===== src/rtl/accel_load_sequencer_if.sv =====
// Write/read bus between the load sequencer (master) and the accelerator's
// local memories (slave).
interface accel_load_sequencer_if;
    logic [31:0] awaddr;
    logic        awvalid;
    logic [31:0] wdata;
    logic        wvalid;
    logic [31:0] araddr;
    logic        arvalid;
    logic [31:0] rdata;

    modport master (output awaddr, awvalid, wdata, wvalid, araddr, arvalid, input rdata);
    modport slave  (input awaddr, awvalid, wdata, wvalid, araddr, arvalid, output rdata);
endinterface


===== src/rtl/accel_load_sequencer.sv =====
// Streams weight/bias/pixel words from a source buffer into accelerator memory,
// waits for the completion interrupt, then reads the result region back.
module accel_load_sequencer #(
    parameter int          DATA_W      = 16,
    parameter int          CNT_W       = 16,
    parameter int          GAP_W       = 4,
    parameter int          RES_LEN     = 900,
    parameter int          TIMEOUT     = 50000,
    parameter logic [31:0] WEIGHT_ADDR = 32'hd333_0000,
    parameter logic [31:0] BIAS_ADDR   = 32'hd444_0000,
    parameter logic [31:0] PIXEL_ADDR  = 32'hd555_0000,
    parameter logic [31:0] RESULT_ADDR = 32'hd000_0000
) (
    input  logic                   clk,
    input  logic                   rst,
    input  logic                   start,
    input  logic [CNT_W-1:0]       weight_len,
    input  logic [CNT_W-1:0]       bias_len,
    input  logic [CNT_W-1:0]       pixel_len,
    input  logic [GAP_W-1:0]       gap,
    output logic [CNT_W-1:0]       src_addr,
    output logic                   src_ren,
    input  logic [DATA_W-1:0]      src_rdata,
    accel_load_sequencer_if.master bus,
    input  logic                   interrupt_signal,
    output logic [31:0]            res_data,
    output logic                   res_valid,
    output logic [CNT_W-1:0]       res_index,
    output logic                   busy,
    output logic                   done,
    output logic                   error
);
    typedef enum logic [3:0] {IDLE, FETCH, WRITE, WGAP, WAIT_IRQ, READ, RCAP, RGAP, DONE} state_t;

    localparam int               TW       = $clog2(TIMEOUT + 1);
    localparam logic [TW-1:0]    TO_LAST  = TW'(TIMEOUT - 1);
    localparam logic [CNT_W-1:0] RES_N    = CNT_W'(RES_LEN);
    localparam logic [CNT_W-1:0] RES_LAST = CNT_W'(RES_LEN > 0 ? RES_LEN - 1 : 0);
    localparam logic [1:0]       SEC_W = 2'd0, SEC_B = 2'd1, SEC_P = 2'd2, SEC_NONE = 2'd3;

    state_t           state, state_nxt;
    logic [CNT_W-1:0] len_w, len_b, len_p, idx, ridx, cur_len;
    logic [GAP_W-1:0] gap_r, gap_cnt;
    logic [1:0]       sec, nxt_sec, start_sec;
    logic [TW-1:0]    timer;
    logic             accept, sec_end, gap_end;

    // First non-empty section at or after 'from'; SEC_NONE when loading is finished.
    function automatic logic [1:0] first_sec(input logic [1:0] from, input logic [CNT_W-1:0] lw,
                                             input logic [CNT_W-1:0] lb, input logic [CNT_W-1:0] lp);
        if (from == SEC_W && lw != '0) return SEC_W;
        if (from <= SEC_B && lb != '0) return SEC_B;
        if (from <= SEC_P && lp != '0) return SEC_P;
        return SEC_NONE;
    endfunction

    assign accept    = (state == IDLE) && start && !busy;
    assign start_sec = first_sec(SEC_W, weight_len, bias_len, pixel_len);
    assign cur_len   = (sec == SEC_W) ? len_w : (sec == SEC_B) ? len_b : len_p;
    assign sec_end   = (idx + CNT_W'(1)) == cur_len;
    assign nxt_sec   = first_sec(sec + 2'd1, len_w, len_b, len_p);
    assign gap_end   = gap_cnt == (gap_r - GAP_W'(1));

    always_ff @(posedge clk or posedge rst) begin
        if (rst) state <= IDLE;
        else     state <= state_nxt;
    end

    always_comb begin
        state_nxt = state;
        case (state)
            IDLE:     if (accept) state_nxt = (start_sec == SEC_NONE) ? WAIT_IRQ : FETCH;
            FETCH:    state_nxt = WRITE;
            WRITE: begin
                if (gap_r != '0)                      state_nxt = WGAP;
                else if (sec_end && nxt_sec == SEC_NONE) state_nxt = WAIT_IRQ;
                else                                  state_nxt = FETCH;
            end
            // sec was advanced to SEC_NONE by the final write
            WGAP:     if (gap_end) state_nxt = (sec == SEC_NONE) ? WAIT_IRQ : FETCH;
            WAIT_IRQ: begin
                if (interrupt_signal)     state_nxt = (RES_LEN == 0) ? DONE : READ;
                else if (timer == TO_LAST) state_nxt = DONE;
            end
            READ:     state_nxt = RCAP;
            RCAP: begin
                if (gap_r != '0)         state_nxt = RGAP;
                else if (ridx == RES_LAST) state_nxt = DONE;
                else                     state_nxt = READ;
            end
            RGAP:     if (gap_end) state_nxt = (ridx == RES_N) ? DONE : READ;
            DONE:     state_nxt = IDLE;
            default:  state_nxt = IDLE;
        endcase
    end

    always_ff @(posedge clk or posedge rst) begin
        if (rst) begin
            len_w    <= '0;
            len_b    <= '0;
            len_p    <= '0;
            gap_r    <= '0;
            gap_cnt  <= '0;
            sec      <= SEC_W;
            idx      <= '0;
            ridx     <= '0;
            src_addr <= '0;
            timer    <= '0;
            done     <= 1'b0;
            error    <= 1'b0;
        end else begin
            if (state != DONE && state_nxt == DONE) done <= 1'b1;
            case (state)
                IDLE: if (accept) begin
                    len_w    <= weight_len;
                    len_b    <= bias_len;
                    len_p    <= pixel_len;
                    gap_r    <= gap;
                    sec      <= start_sec;
                    idx      <= '0;
                    ridx     <= '0;
                    src_addr <= '0;
                    timer    <= '0;
                    done     <= 1'b0;
                    error    <= 1'b0;
                end
                WRITE: begin
                    src_addr <= src_addr + CNT_W'(1);
                    gap_cnt  <= '0;
                    if (sec_end) begin
                        idx <= '0;
                        sec <= nxt_sec;
                    end else begin
                        idx <= idx + CNT_W'(1);
                    end
                end
                WGAP, RGAP: gap_cnt <= gap_cnt + GAP_W'(1);
                WAIT_IRQ: begin
                    timer <= timer + TW'(1);
                    if (!interrupt_signal && state_nxt == DONE) error <= 1'b1;
                end
                RCAP: begin
                    ridx    <= ridx + CNT_W'(1);
                    gap_cnt <= '0;
                end
                default: ;
            endcase
        end
    end

    always_comb begin
        src_ren     = 1'b0;
        bus.awaddr  = '0;
        bus.awvalid = 1'b0;
        bus.wdata   = '0;
        bus.wvalid  = 1'b0;
        bus.araddr  = '0;
        bus.arvalid = 1'b0;
        res_data    = '0;
        res_valid   = 1'b0;
        res_index   = '0;
        busy        = (state != IDLE) && (state != DONE);
        case (state)
            FETCH: src_ren = 1'b1;
            WRITE: begin
                bus.awvalid = 1'b1;
                bus.wvalid  = 1'b1;
                bus.awaddr  = (sec == SEC_W) ? WEIGHT_ADDR : (sec == SEC_B) ? BIAS_ADDR : PIXEL_ADDR;
                bus.wdata   = {{(32 - DATA_W){1'b0}}, src_rdata};
            end
            READ: begin
                bus.arvalid = 1'b1;
                bus.araddr  = RESULT_ADDR + {{(30 - CNT_W){1'b0}}, ridx, 2'b00};
            end
            RCAP: begin
                res_valid = 1'b1;
                res_data  = bus.rdata;
                res_index = ridx;
            end
            default: ;
        endcase
    end
endmodule


===== src/flat_wrapper.sv =====
// flat-port wrapper written by rule: the top's interface ports become plain ports
module accel_load_sequencer_flat 
#(
    parameter int          DATA_W      = 16,
    parameter int          CNT_W       = 16,
    parameter int          GAP_W       = 4,
    parameter int          RES_LEN     = 900,
    parameter int          TIMEOUT     = 50000,
    parameter logic [31:0] WEIGHT_ADDR = 32'hd333_0000,
    parameter logic [31:0] BIAS_ADDR   = 32'hd444_0000,
    parameter logic [31:0] PIXEL_ADDR  = 32'hd555_0000,
    parameter logic [31:0] RESULT_ADDR = 32'hd000_0000
)
  (clk, rst, start, weight_len, bias_len, pixel_len, gap, src_addr, src_ren, src_rdata, interrupt_signal, res_data, res_valid, res_index, busy, done, error, bus_awaddr, bus_awvalid, bus_wdata, bus_wvalid, bus_araddr, bus_arvalid, bus_rdata);
  accel_load_sequencer_if bus_i ();
  input  logic clk;
  input  logic rst;
  input  logic start;
  input  logic [CNT_W-1:0] weight_len;
  input  logic [CNT_W-1:0] bias_len;
  input  logic [CNT_W-1:0] pixel_len;
  input  logic [GAP_W-1:0] gap;
  output logic [CNT_W-1:0] src_addr;
  output logic src_ren;
  input  logic [DATA_W-1:0] src_rdata;
  input  logic interrupt_signal;
  output logic [31:0] res_data;
  output logic res_valid;
  output logic [CNT_W-1:0] res_index;
  output logic busy;
  output logic done;
  output logic error;
  output wire logic [$bits(bus_i.awaddr)-1:0] bus_awaddr;
  output wire logic [$bits(bus_i.awvalid)-1:0] bus_awvalid;
  output wire logic [$bits(bus_i.wdata)-1:0] bus_wdata;
  output wire logic [$bits(bus_i.wvalid)-1:0] bus_wvalid;
  output wire logic [$bits(bus_i.araddr)-1:0] bus_araddr;
  output wire logic [$bits(bus_i.arvalid)-1:0] bus_arvalid;
  input wire logic [$bits(bus_i.rdata)-1:0] bus_rdata;
  assign bus_awaddr = bus_i.awaddr;
  assign bus_awvalid = bus_i.awvalid;
  assign bus_wdata = bus_i.wdata;
  assign bus_wvalid = bus_i.wvalid;
  assign bus_araddr = bus_i.araddr;
  assign bus_arvalid = bus_i.arvalid;
  assign bus_i.rdata = bus_rdata;
  accel_load_sequencer #(.DATA_W(DATA_W), .CNT_W(CNT_W), .GAP_W(GAP_W), .RES_LEN(RES_LEN), .TIMEOUT(TIMEOUT), .WEIGHT_ADDR(WEIGHT_ADDR), .BIAS_ADDR(BIAS_ADDR), .PIXEL_ADDR(PIXEL_ADDR), .RESULT_ADDR(RESULT_ADDR)) u_core (.clk(clk), .rst(rst), .start(start), .weight_len(weight_len), .bias_len(bias_len), .pixel_len(pixel_len), .gap(gap), .src_addr(src_addr), .src_ren(src_ren), .src_rdata(src_rdata), .bus(bus_i), .interrupt_signal(interrupt_signal), .res_data(res_data), .res_valid(res_valid), .res_index(res_index), .busy(busy), .done(done), .error(error));
endmodule

===== config.mk =====
export PLATFORM = sky130hd
export DESIGN_NAME = accel_load_sequencer_flat
export DESIGN_NICKNAME = d
export VERILOG_FILES = /design/src/rtl/accel_load_sequencer_if.sv /design/src/rtl/accel_load_sequencer.sv /design/src/flat_wrapper.sv
export SDC_FILE = /design/constraint.sdc
export NUM_CORES = 1
export LEC_CHECK = 0
export ABC_AREA = 1
export BUFFER_PORTS_ARGS = -buffer_cell sky130_fd_sc_hd__buf_2
export CAP_MARGIN = 15
export CELL_PAD_IN_SITES_DETAIL_PLACEMENT = 0
export CELL_PAD_IN_SITES_GLOBAL_PLACEMENT = 2
export CORE_MARGIN = 4
export CORE_UTILIZATION = 27
export DETAILED_ROUTE_END_ITERATION = 7
export PLACE_DENSITY = 0.83
export RECOVER_POWER = 100
export SETUP_SLACK_MARGIN = 0.2
export SYNTH_ARGS = -nofsm -noshare
export SYNTH_HDL_FRONTEND = slang
export SYNTH_SLANG_ARGS = --single-unit

===== constraint.sdc =====
create_clock -name clk -period 4.85 [get_ports clk]
set_input_delay 0 -clock clk [delete_from_list [all_inputs] [get_ports clk]]
set_output_delay 0 -clock clk [all_outputs]
set_load 0.05 [all_outputs]

# Word level (Yosys, flattened, before mapping)
# Cells that the tools add are included.
op_classes:
  addsub: 8
  order_cmp: 2
  eq_ne: 21
  n_mux: 66
  reduce_logical: 34
op_table:
  columns: ["op", "count"]
  rows:
  - ["$mux 32", 4]
  - ["$pmux 16 s2", 4]
  - ["$mux 16", 6]
  - ["$reduce_bool 16->1", 6]
  - ["$add 16x1->16 const B", 4]
  - ["$mux 4", 9]
  - ["$add 31x19->32 const A", 1]
  - ["$eq 16x10->1 const B", 2]
  - ["$pmux 4 s8", 1]
  - ["$mux 2", 14]
  - ["$mux 25", 1]
  - ["$mux 1", 21]
  - ["$eq 16x16->1", 1]
  - ["$eq 16x16->1 const B", 1]
  - ["$eq 4x3->1 const B", 4]
  - ["$logic_and 1x1->1", 9]
  - ["$mux 3", 3]
  - ["$eq 4x2->1 const B", 2]
  - ["$pmux 4 s2", 1]
  - ["$reduce_and 2->1", 4]
  - ["$reduce_bool 2->1", 4]
  - ["$reduce_bool 4->1", 2]
  - ["$eq 2x2->1 const B", 3]
  - ["$ne 2x1->1 const B", 3]
  - ["17 further kinds", 21]
word_totals:
  regBits: 128
  input_bits: 104
  output_inout_bits: 168
  elab_cells: 144

# Longest topological paths before layout
depth:
  word_depth: 20
  depth_mapped: 19
  mapped_depth_nobuf: 17

# Least setup slack after synthesis
# Ideal clock, no wire load.
synth_path:
  path_kind: "reg2out"
  start: "register u_core.state[2]"
  end: "output bus_araddr[10]"
  arrival_ps: 2892
  required_ps: 4850
  setup_slack_ps: 1958
  path_stages_with_launch: 7
  path_cell_list: "dfrtp_1 -> inv_2 -> or2_2 -> nor2_1 -> clkinv_1 -> clkbuf_1 -> nor2_1"
synth_via:
  elab_chain_cells: 2
synth_rtl:
  columns: ["element", "line_no", "source"]
  rows:
  - ["from (decl)", "accel_load_sequencer.sv:41", "state_t state, state_nxt;"]
  - ["from (signal assigned)", "accel_load_sequencer.sv:66", "else state <= state_nxt;"]
  - ["$eq 4x3->1", "accel_load_sequencer.sv:163", "case (state)"]
  - ["$mux 32", "accel_load_sequencer.sv:163", null]
  - ["to (decl)", "flat_wrapper.sv:37", "output wire logic [$bits(bus_i.araddr)-1:0] bus_araddr;"]
# Every way passes these cells.

# Worst setup path after layout
layout_path:
  start: "register u_core.state[3]"
  end: "output bus_awaddr[20]"
layout_via:
  elab_chain_cells: 2
layout_rtl:
  columns: ["element", "line_no", "source"]
  rows:
  - ["$eq 4x2->1", "accel_load_sequencer.sv:163", null]
  - ["$mux 32", "accel_load_sequencer.sv:163", null]
  - ["to (decl)", "flat_wrapper.sv:33", "output wire logic [$bits(bus_i.awaddr)-1:0] bus_awaddr;"]
# Every way passes these cells.

==> flow_summary.yaml <==
grt:
  grt_util_all_layers_pct: 15.2
  grt_pass1_vias: 8214
  grt_overflow: 0
  grt_pass1_wl_um: 42200
  grt_max_degree: 129
  grt_antenna_before_repair: 0
power_and_ir_drop:
  peakVddDrop_uv: 309
  power_leakage_nw: 5.28
  power_density_nw_per_um2: 549
critical_path:
  rr_worst_depth: 10
  r2r-start: "u_core.state[3]"
  critPathMaxFanout: 26
  worst_path_max_delay_cell: "nor2_2"
  cp.required_ns: 4.85
  slowest_delay_ns: 0.73
  rr_endpoint: "u_core.ridx[14]"
  path_class: "reg -> out"
  cp_common_cell: "nor2_1"
  cp-start-kind: "register"
  worstPathCellList: "nor2_1 > inv_1 > nor2_1 > clkinv_1 > nor2_2 > inv_1 > nor2_1 > clkbuf_1"
  worst_setup_path_end_kind: "output port"
  worstPathArrival_ns: 3.88
  r2r_slack_ns: 1.31
  crit_start: "u_core.state[3]"
floorplanning:
  start_util_pct: 27.6
  die_y_um: 185
  core_region_area_sq_um: 30700
  rows: 64
  ios: 272
  chipWidth_um: 185
  die-area_sq_um: 34300
sta:
  slew_violations: 234
  finalCriticalPeriod_ns: 3.88
  slew_headroom_pct: -122
  setup_violations: 0
  skew_ns: 0.0111
  period_share_pct: 79.9
  fin_setup_tns_ns: 0
  worst_pin_slew_ns: 3.33
  hold_violations: 0
  whs_ns: 0.252
  rsz0062_at_grt: "false"
  clock.fmax_mhz: 258
route:
  vias: 8633
  dr.first_iter.drc_count: 553
  firstDrtPassIters: 5
  wl_per_cell_um: 14.1
  drc: 0
  viasPerCell: 4.53
  routed_wl_um: 26900
  ant_nets: 0
finish:
  design_area_sq_um: 10600
  final_cell_mix: "nand2_1 (282), inv_1 (205), nor2_1 (178), dfrtp_1 (128), clkbuf_1 (115)"
  area_growth_pct: 25.6
  multiInputGateArea_sq_um: 4010
  antenna_cells: 0
  final_net_count: 1613
  final_common_cell: "nand2_1"
  fill_cells: 3451
  final_layout_size_suffix_gt1_share_pct: 10.6
  seqCellArea_sq_um: 3200
logic_synthesis:
  syn_area_per_cell_sq_um: 6.79
  synth.top_cell.area_share_pct: 37.8
  synth-seq-cells: 128
  synthArstFlopShare_pct: 100
  synth.distinct_cells: 44
  yosys.area.top_type: "dfrtp_1"
  syn_area_sq_um: 8470
  ys_warn_count: 0
  syn_inst: 1248
  synth.area.top_cells: "dfrtp_1 (38%), nand2_1 (12%), inv_1 (9.0%), nor2_1 (7.7%), buf_4 (5.6%)"
  synth_edf_count: 0
  ys_seq_area_share_pct: 37.8
  synth-main-ff-cell: "dfrtp_1"
clock_tree:
  insertion_delay_ns: 0.43
  numCtsBuffers: 17
  cts-resized-gates: 0
  cts_tree: "built"
  path_clk_slew_ns: 0.06
  cts.sinks: 128
  ctsLongestPathBuffers: 2
  htree_levels: 4
  cts-root-buf: "clkbuf_16"
worst_hold_path:
  hold_end: "u_core.len_p[11]"
  hold-path-cell-count: 5
  min-delay-start: "start"
  worstHoldPathType: "in -> reg"
outcome:
  outcome: "finished with violations"
  violations: "max-capacitance violations, max-slew violations"
run:
  maxCapViolations: 2
placed_design:
  gp_congestion: 0.898
  dpl_cell_area_sq_um: 9680
  io_buffers: 222
  place_hpwl_um: 20200
==> per-layer routing <==
layer / up-vias / track usage (%) / part of all wire [%]
met5: - / 0 / 0
met4: 0 / 4.87 / 2.1
met3: 41 / 2.49 / 5.3
met2: 270 / 25.4 / 47
met1: 3953 / 20.1 / 46
li1: 4369 / - / -
==> power by group <==
part | internal, W | leakage (nW) | switching [W]
clock | 0.000825 | 0.287 | 0.000508
sequential | 0.00141 | 1.69 | 0.000399
combinational | 0.000747 | 3.30 | 0.00195
==> logic make-up after synthesis <==
kind of cell / count (synthesis) / share of synthesized area [%]
simple gates: 618 / 31.3
buf+inv: 309 / 16.7
compound gates: 167 / 11.0
flops: 128 / 37.8
fa+ha+maj: 11 / 1.62
xor+xnor: 10 / 1.03
mux: 4 / 0.473
other cells: 1 / 0.0443
==> stage by stage <==
step	total power, W	util, %	std cells	worst slack, ns
after global routing	0.00630	34.6	1907	0.617
after global placement	0.00453	31.5	1821	1.77
final	0.00584	34.6	1907	0.973
after CTS	0.00592	35.2	1907	1.34
after floorplan	0.00389	-	1296	1.44
after detailed placement	0.00453	31.5	1821	1.80
==> worst max-delay path: cells and delay by family, from the launching register on <==
kind / cells / cell delay [ns]
flip-flops: 1 / 0.41
buffers and inverters: 4 / 1.46
AND/OR/NAND/NOR: 4 / 1.57
==> what timing repair did <==
item,CTS,global route
hold buffers,54,0
setup buffers,0,0
endpoints found under the hold margin,181,0
endpoints found under the setup margin,0,0
==> final cells by class <==
class / instances / area share [%]
clock buffers: 20 / 4.20
clock inverters: 12 / 1.48
inverters: 214 / 7.56
multi-input cells: 859 / 37.7
flip-flops and latches: 128 / 30.1
well taps: 396 / 4.66
repair buffers: 278 / 14.3
==> sequential cells by signal, indices dropped and copies added, names as in the netlist <==
name and cells:
u_core.done 1, u_core.error 1, u_core.gap_cnt 4, u_core.gap_r 4, u_core.idx 16, u_core.len_b 16, u_core.len_p 16, u_core.len_w 16
u_core.ridx 16, u_core.sec 2, u_core.src_addr 16, u_core.state 4, u_core.timer 16
==> synthesized netlist by cell type (11+ instances only) <==
cell type	n
nand2_1	282
inv_1	203
nor2_1	173
dfrtp_1	128
o21ai_0	91
nand3_1	77
buf_4	63
nand4_1	36
o22ai_1	26
a21oi_1	19
clkbuf_1	17
nor3_1	12
ha_1	11
==> worst max path at each step <==
stage | cells past startpoint | end | slack, ns
after floorplan | 1 | u_core.done | 1.44
after global placement | 8 | bus_awaddr[18] | 1.77
after detailed placement | 8 | bus_awaddr[22] | 1.80
after CTS | 8 | bus_awaddr[22] | 1.34
after global routing | 9 | bus_awaddr[16] | 0.62
final | 8 | bus_awaddr[20] | 0.97
(Power assumes the default switching activity.)
